File: config.mk
export PLATFORM = sky130hd
export DESIGN_NAME = pwm_capture
export DESIGN_NICKNAME = d
export VERILOG_FILES = /design/src/rtl/pwm_pkg.sv /design/src/rtl/pwm_edge_sync.sv /design/src/rtl/pwm_capture.sv
export SDC_FILE = /design/constraint.sdc
export NUM_CORES = 1
export LEC_CHECK = 0
export CAP_MARGIN = 15
export CORE_MARGIN = 8
export CORE_UTILIZATION = 40
export DETAILED_ROUTE_END_ITERATION = 6
export DONT_BUFFER_PORTS = 1
export GPL_ROUTABILITY_DRIVEN = 0
export GPL_TIMING_DRIVEN = 1
export SLEW_MARGIN = 20
export SYNTH_ARGS = -nofsm -noshare
export SYNTH_HDL_FRONTEND = slang
export SYNTH_HIERARCHICAL = 1
export SYNTH_SLANG_ARGS = --single-unit
File: constraint.sdc
create_clock -name i_clkIn -period 4.7 [get_ports i_clkIn]
set_input_delay 0.705 -clock i_clkIn [delete_from_list [all_inputs] [get_ports i_clkIn]]
set_output_delay 0.705 -clock i_clkIn [all_outputs]
set_load 0.02 [all_outputs]
File: src/rtl/pwm_pkg.sv
// ---------------------------------------------------------------------------
// pwm_pkg
// Shared definitions for the PWM generator and capture blocks: the default
// PWM resolution (so that generator and capture agree on period length),
// the capture state encoding, and a helper that gives the all-ones value
// of a counter of a given width.
// No ports.
// ---------------------------------------------------------------------------
package pwm_pkg;

    // Resolution of the PWM channel in bits; a full period is 2^RESOLUTION.
    localparam int DEFAULT_RESOLUTION = 10;

    // Capture state machine encoding.
    typedef enum logic [1:0] {
        SYNC = 2'd0,
        HIGH = 2'd1,
        LOW  = 2'd2
    } pwmState_t;

    // Largest value a counter of 'width' bits can hold; used as the
    // timeout threshold of the capture counters.
    function automatic int unsigned cntMax(input int unsigned width);
        return (32'd1 << width) - 32'd1;
    endfunction

endpackage

File: src/rtl/pwm_edge_sync.sv
// ---------------------------------------------------------------------------
// pwm_edge_sync
// Brings an asynchronous input into the clock domain through three flops
// and reports single-cycle rise/fall events on the synchronised signal.
// Ports:
//   i_clk    system clock, rising edge
//   i_rst    synchronous active-high reset, clears all three flops
//   i_async  asynchronous input
//   o_level  synchronised level (second flop)
//   o_rise   synchronised level went 0 -> 1 this cycle
//   o_fall   synchronised level went 1 -> 0 this cycle
// ---------------------------------------------------------------------------
module pwm_edge_sync (
    input  logic i_clk,
    input  logic i_rst,
    input  logic i_async,
    output logic o_level,
    output logic o_rise,
    output logic o_fall
);

    logic r_s1;
    logic r_s2;
    logic r_s3;

    // The first two flops are the metastability filter; the third holds the
    // previous synchronised value so edges can be detected without adding
    // further latency.
    always_ff @(posedge i_clk) begin
        if (i_rst) begin
            r_s1 <= 1'b0;
            r_s2 <= 1'b0;
            r_s3 <= 1'b0;
        end else begin
            r_s1 <= i_async;
            r_s2 <= r_s1;
            r_s3 <= r_s2;
        end
    end

    assign o_level = r_s2;
    assign o_rise  = r_s2 & ~r_s3;
    assign o_fall  = ~r_s2 & r_s3;

endmodule

File: src/rtl/pwm_capture.sv
// ---------------------------------------------------------------------------
// pwm_capture
// Measures an incoming PWM waveform: high time and period, in clock cycles,
// between consecutive synchronised rising edges. A result is published with
// a one-cycle valid strobe on each rise after the first. If no edge arrives
// before the period counter reaches its maximum, a sticky timeout is raised
// and the static input level is latched (0 % or 100 % duty).
// Ports:
//   i_clkIn     system clock, rising edge
//   i_rst       synchronous active-high reset
//   i_en        capture enable; low holds results and returns to SYNC
//   i_pwmIn     asynchronous PWM input
//   o_tonMeas   last measured high time
//   o_tperMeas  last measured period
//   o_valid     one-cycle strobe, results just updated
//   o_timeout   no edge seen within the counter range; cleared by o_valid
//   o_level     input level latched at the last timeout
// ---------------------------------------------------------------------------
module pwm_capture
    import pwm_pkg::*;
#(
    parameter int RESOLUTION = DEFAULT_RESOLUTION,
    parameter int CNT_WIDTH  = RESOLUTION + 1
) (
    input  logic                 i_clkIn,
    input  logic                 i_rst,
    input  logic                 i_en,
    input  logic                 i_pwmIn,
    output logic [CNT_WIDTH-1:0] o_tonMeas,
    output logic [CNT_WIDTH-1:0] o_tperMeas,
    output logic                 o_valid,
    output logic                 o_timeout,
    output logic                 o_level
);

    localparam logic [CNT_WIDTH-1:0] L_CNT_MAX = CNT_WIDTH'(cntMax(CNT_WIDTH));
    localparam logic [CNT_WIDTH-1:0] L_CNT_ONE = CNT_WIDTH'(1);

    logic                 w_level;
    logic                 w_rise;
    logic                 w_fall;

    pwmState_t            r_state;
    logic [CNT_WIDTH-1:0] r_hiCnt;
    logic [CNT_WIDTH-1:0] r_perCnt;
    logic [CNT_WIDTH-1:0] r_tonMeas;
    logic [CNT_WIDTH-1:0] r_tperMeas;
    logic                 r_valid;
    logic                 r_timeout;
    logic                 r_level;

    pwmState_t            w_nextState;
    logic [CNT_WIDTH-1:0] w_hiNext;
    logic [CNT_WIDTH-1:0] w_perNext;
    logic [CNT_WIDTH-1:0] w_hiInc;
    logic [CNT_WIDTH-1:0] w_perInc;
    logic                 w_perAtMax;
    logic                 w_publish;
    logic                 w_timeoutHit;

    pwm_edge_sync u_edgeSync (
        .i_clk   (i_clkIn),
        .i_rst   (i_rst),
        .i_async (i_pwmIn),
        .o_level (w_level),
        .o_rise  (w_rise),
        .o_fall  (w_fall)
    );

    // Saturating increments: a fall that lands exactly on the maximum count
    // must not wrap the period counter; the LOW state then times out on the
    // following cycle instead.
    assign w_perAtMax = (r_perCnt == L_CNT_MAX);
    assign w_perInc   = w_perAtMax ? r_perCnt : r_perCnt + L_CNT_ONE;
    assign w_hiInc    = (r_hiCnt == L_CNT_MAX) ? r_hiCnt : r_hiCnt + L_CNT_ONE;

    // Next-state and counter logic. Both counters start at 1 on a rise so
    // the rise cycle itself is counted. A rise on the cycle the period
    // counter reaches its maximum is still a valid measurement and wins over
    // the timeout.
    always_comb begin
        w_nextState  = r_state;
        w_hiNext     = r_hiCnt;
        w_perNext    = r_perCnt;
        w_publish    = 1'b0;
        w_timeoutHit = 1'b0;
        if (!i_en) begin
            w_nextState = SYNC;
            w_hiNext    = '0;
            w_perNext   = '0;
        end else begin
            case (r_state)
                SYNC: begin
                    if (w_rise) begin
                        w_nextState = HIGH;
                        w_hiNext    = L_CNT_ONE;
                        w_perNext   = L_CNT_ONE;
                    end
                end
                HIGH: begin
                    if (w_fall) begin
                        w_nextState = LOW;
                        w_perNext   = w_perInc;
                    end else if (w_perAtMax) begin
                        w_timeoutHit = 1'b1;
                        w_nextState  = SYNC;
                        w_hiNext     = '0;
                        w_perNext    = '0;
                    end else begin
                        w_hiNext  = w_hiInc;
                        w_perNext = w_perInc;
                    end
                end
                LOW: begin
                    if (w_rise) begin
                        w_publish   = 1'b1;
                        w_nextState = HIGH;
                        w_hiNext    = L_CNT_ONE;
                        w_perNext   = L_CNT_ONE;
                    end else if (w_perAtMax) begin
                        w_timeoutHit = 1'b1;
                        w_nextState  = SYNC;
                        w_hiNext     = '0;
                        w_perNext    = '0;
                    end else begin
                        w_perNext = w_perInc;
                    end
                end
                default: begin
                    w_nextState = SYNC;
                    w_hiNext    = '0;
                    w_perNext   = '0;
                end
            endcase
        end
    end

    // State, counters and published results. Results, timeout and level
    // only change on a publish or a timeout, so they naturally hold while
    // capture is disabled.
    always_ff @(posedge i_clkIn) begin
        if (i_rst) begin
            r_state    <= SYNC;
            r_hiCnt    <= '0;
            r_perCnt   <= '0;
            r_tonMeas  <= '0;
            r_tperMeas <= '0;
            r_valid    <= 1'b0;
            r_timeout  <= 1'b0;
            r_level    <= 1'b0;
        end else begin
            r_state  <= w_nextState;
            r_hiCnt  <= w_hiNext;
            r_perCnt <= w_perNext;
            r_valid  <= w_publish;
            if (w_publish) begin
                r_tonMeas  <= r_hiCnt;
                r_tperMeas <= r_perCnt;
                r_timeout  <= 1'b0;
            end else if (w_timeoutHit) begin
                r_timeout <= 1'b1;
                r_level   <= w_level;
            end
        end
    end

    assign o_tonMeas  = r_tonMeas;
    assign o_tperMeas = r_tperMeas;
    assign o_valid    = r_valid;
    assign o_timeout  = r_timeout;
    assign o_level    = r_level;

endmodule

==> out/results.tsv <==
stage	metric	value	unit
drt	firstDrtPassIters	4	
status	status	complete, no violations	
worst_setup_path	crit_path_cell_trace	ha_1, nand4_4, nor3_4, inv_4, ha_1, nor2b_1, o21ai_0, nand3_1, a22oi_1, nor2_1	
floorplanning	die_h	94.1	um
drt	drtIter0Drc	126	
cts	cts_sinks	52	
cts	root_buffer	clkbuf_8	
sta	rsz0062_at_grt	no	
sta	fin_worst_skew	0.0136	ns
logic_synthesis	syn_avg_cell_area	9.07	um2
worst_setup_path	crit_buf_inv	1	
cts	clkLatencyLatePin	0.31	ns
floorplanning	die_w	94.1	um
placed_design	hpwl	3.94	mm
worst_setup_path	crit_start	r_perCnt[0]$_SDFFE_PP0N_	
logic_synthesis	synth_area_leaders	dfxtp_1 (43%), a22o_1 (7.9%), nand3_1 (4.1%)	
logic_synthesis	ys_dominant_reg_cell	dfxtp_1	
global_routing	grtUsageTotal	12.8	%
placed_design	port_buffers	0	
logic_synthesis	yosys.area.top_type	dfxtp_1	
logic_synthesis	ys_seq_elements	52	
floorplanning	pin_count	29	
worst_setup_path	r2r-start	r_perCnt[0]$_SDFFE_PP0N_	
power_and_ir_drop	powerDensity	290	mW/mm2
global_routing	globalRouteOverflowTotal	0	
cells_and_area	diodes	0	
cts	cts_buffers	5	
logic_synthesis	synth_warnings	6	
drt	wirelength	5.64	mm
worst_setup_path	critical_path.endpoint_type	register	
placed_design	dp_cells	330	
logic_synthesis	ys_seq_area_share	42.7	%
min_path	hp-start	u_edgeSync/r_s1$_SDFF_PP0_	
floorplanning	die-area	0.00885	mm2
global_routing	grt_pass1_vias	1810	
drt	wire_per_inst	16.7	um
logic_synthesis	synth_top_area_share	42.7	%
worst_setup_path	cp_common_cell	ha_1	
sta	setup_tns	0	ns
cts	path_clk_slew	0.09	ns
floorplanning	coreArea	0.00592	mm2
sta	slew_headroom	37.6	%
logic_synthesis	syn-num-nets	280	
sta	min_period	2.45	ns
logic_synthesis	synthCells	269	
drt	viasPerCell	5.76	
global_routing	grt_first_pass_wirelength	9.16	mm
logic_synthesis	async_flop_share	0	%
logic_synthesis	synth_area	0.00244	mm2
global_routing	antenna_found_initial	0	
sta	maxSlewViolCount	0	
worst_setup_path	crit_family	simple AND/OR/NAND/NOR gates	
sta	setup_violations	0	
worst_setup_path	required	4.88	ns
min_path	hold_path_class	register to register	
cells_and_area	syn_to_final_growth	5.75	%
worst_setup_path	startpoint_type	register	
floorplanning	num_rows	28	
sta	max_freq	408	MHz
logic_synthesis	synth_edf_count	0	
drt	detail-route-antenna-nets	0	
power_and_ir_drop	total_leakage_power	0.923	nW
drt	drc	0	
cells_and_area	instances_no_fill	338	
drt	vias	1948	
sta	worstMarginPinSlew	0.936	ns
cells_and_area	layout-drive-gt1-share	8.37	%
cells_and_area	nets	273	
sta	hold_viol	0	
power_and_ir_drop	ir_worst_vdd	0.137	mV
floorplanning	initial_utilization	41.2	%
worst_setup_path	slowest_delay	0.43	ns
worst_setup_path	crit_type	register to register	
power_and_ir_drop	total_power	0.000747	W
cts	clockBufferDepth	2	
cts	htreeDepth	2	
logic_synthesis	yosysUniqueCellTypes	55	
worst_setup_path	path_max_fanout	16	
global_routing	grt_max_degree	24	
cts	cts_tree	done	
worst_setup_path	crit_slowest_cell	nor3_4	
worst_setup_path	cp.arrival	2.63	ns
job	maxCapViolCount	0	
sta	finalCritPeriodShare	52.1	%
cts	cts_resized	0	
cts	postCtsHoldBufs	0	
cts	cts_setup_buffers	0	
-- cell type report --
type                       instances  area (um2)
fill                             575        3340
clock buffer                       6        82.6
clock inverter                     2        15.0
inverter                           7        28.8
sequential                        52        1040
tap                               75        93.8
multi-input combinational        196        1320
-- path summary, 6_finish.rpt --
kind,endpoint,slack (ns),cells past startpoint
max,r_perCnt[0]$_SDFFE_PP0N_,2.25,10
min,u_edgeSync/o_level$_SDFF_PP0_,0.45,1
max reg2reg,r_perCnt[0]$_SDFFE_PP0N_,2.25,10
min reg2reg,u_edgeSync/o_level$_SDFF_PP0_,0.45,1
-- synthesized netlist by cell type, drive strengths merged (3+ instances only) --
| cell type | n |
|---|---|
| a211o | 3 |
| a21oi | 10 |
| a22o | 22 |
| a311oi | 3 |
| a31oi | 8 |
| and2 | 4 |
| and3 | 6 |
| buf | 7 |
| clkbuf | 7 |
| dfxtp | 52 |
| ha | 7 |
| inv | 7 |
| mux2i | 3 |
| nand2 | 21 |
| nand3 | 20 |
| nand4 | 7 |
| nor2 | 17 |
| nor2b | 10 |
| nor4 | 4 |
| o211ai | 3 |
| o21ai | 20 |
-- worst register-to-register path, cell delays in order, from the launching register on --
cell     delay (ns)
dfxtp_1        0.40
ha_1           0.31
nand4_4        0.17
nor3_4         0.43
inv_4          0.17
ha_1           0.23
nor2b_1        0.13
o21ai_0        0.17
nand3_1        0.09
a22oi_1        0.18
nor2_1         0.06
-- per-layer routing --
layer / GRT usage (%) / up-vias / routed length [um]
met4: 2.77 / 0 / 38
met2: 19.7 / 43 / 2540
met5: 0 / - / 0
li1: - / 987 / -
met3: 3.76 / 4 / 341
met1: 17.3 / 914 / 2730
-- where the power goes --
group          switching [W]  internal, W
logic              0.0000239   0.00000959
registers         0.00000186     0.000442
clock network       0.000150     0.000119
-- sequential cells by signal, indices dropped and copies added (netlist names) --
register,flops
o_level,1
o_timeout,1
o_tonMeas,11
o_tperMeas,11
o_valid,1
r_hiCnt,11
r_perCnt,11
r_state,2
u_edgeSync/o_level,1
u_edgeSync/r_s1,1
u_edgeSync/r_s3,1
-- cells by family after synthesis --
group                      share of synthesized area (%)
DFF                                                 42.7
adders and majority gates                           3.59
AOI/OAI and AO/OA                                   24.3
muxes                                               1.23
buffers and inverters                               3.90
and+or+nand+nor                                     23.6
xor gates and xnor gates                           0.718
-- placed cells by master, fill, tap and decap left out, types with 4 or more instances in the layout --
cell type / instances
a22o_1: 22
clkbuf_8: 6
dfxtp_1: 52
nor4_1: 4
a31oi_1: 7
inv_1: 6
nor2b_1: 10
nand2_1: 21
and3_1: 6
o21ai_0: 18
a21oi_1: 9
nor2_1: 16
ha_1: 7
nand3_1: 20
nand4_1: 6
-- stage by stage --
stage               instance area, um2  setup slack, ns  utilization [%]  hold WS [ns]
detailed placement                2480             2.21             41.9         0.440
global placement                  2470             2.20             41.8         0.431
finish                            2580             2.25             43.6         0.451
CTS                               2580             2.25             43.6         0.454
floorplan                         2440             2.48                -         0.414
global route                      2580             2.08             43.6         0.445
No activity file was read; power rests on OpenSTA's default activity.
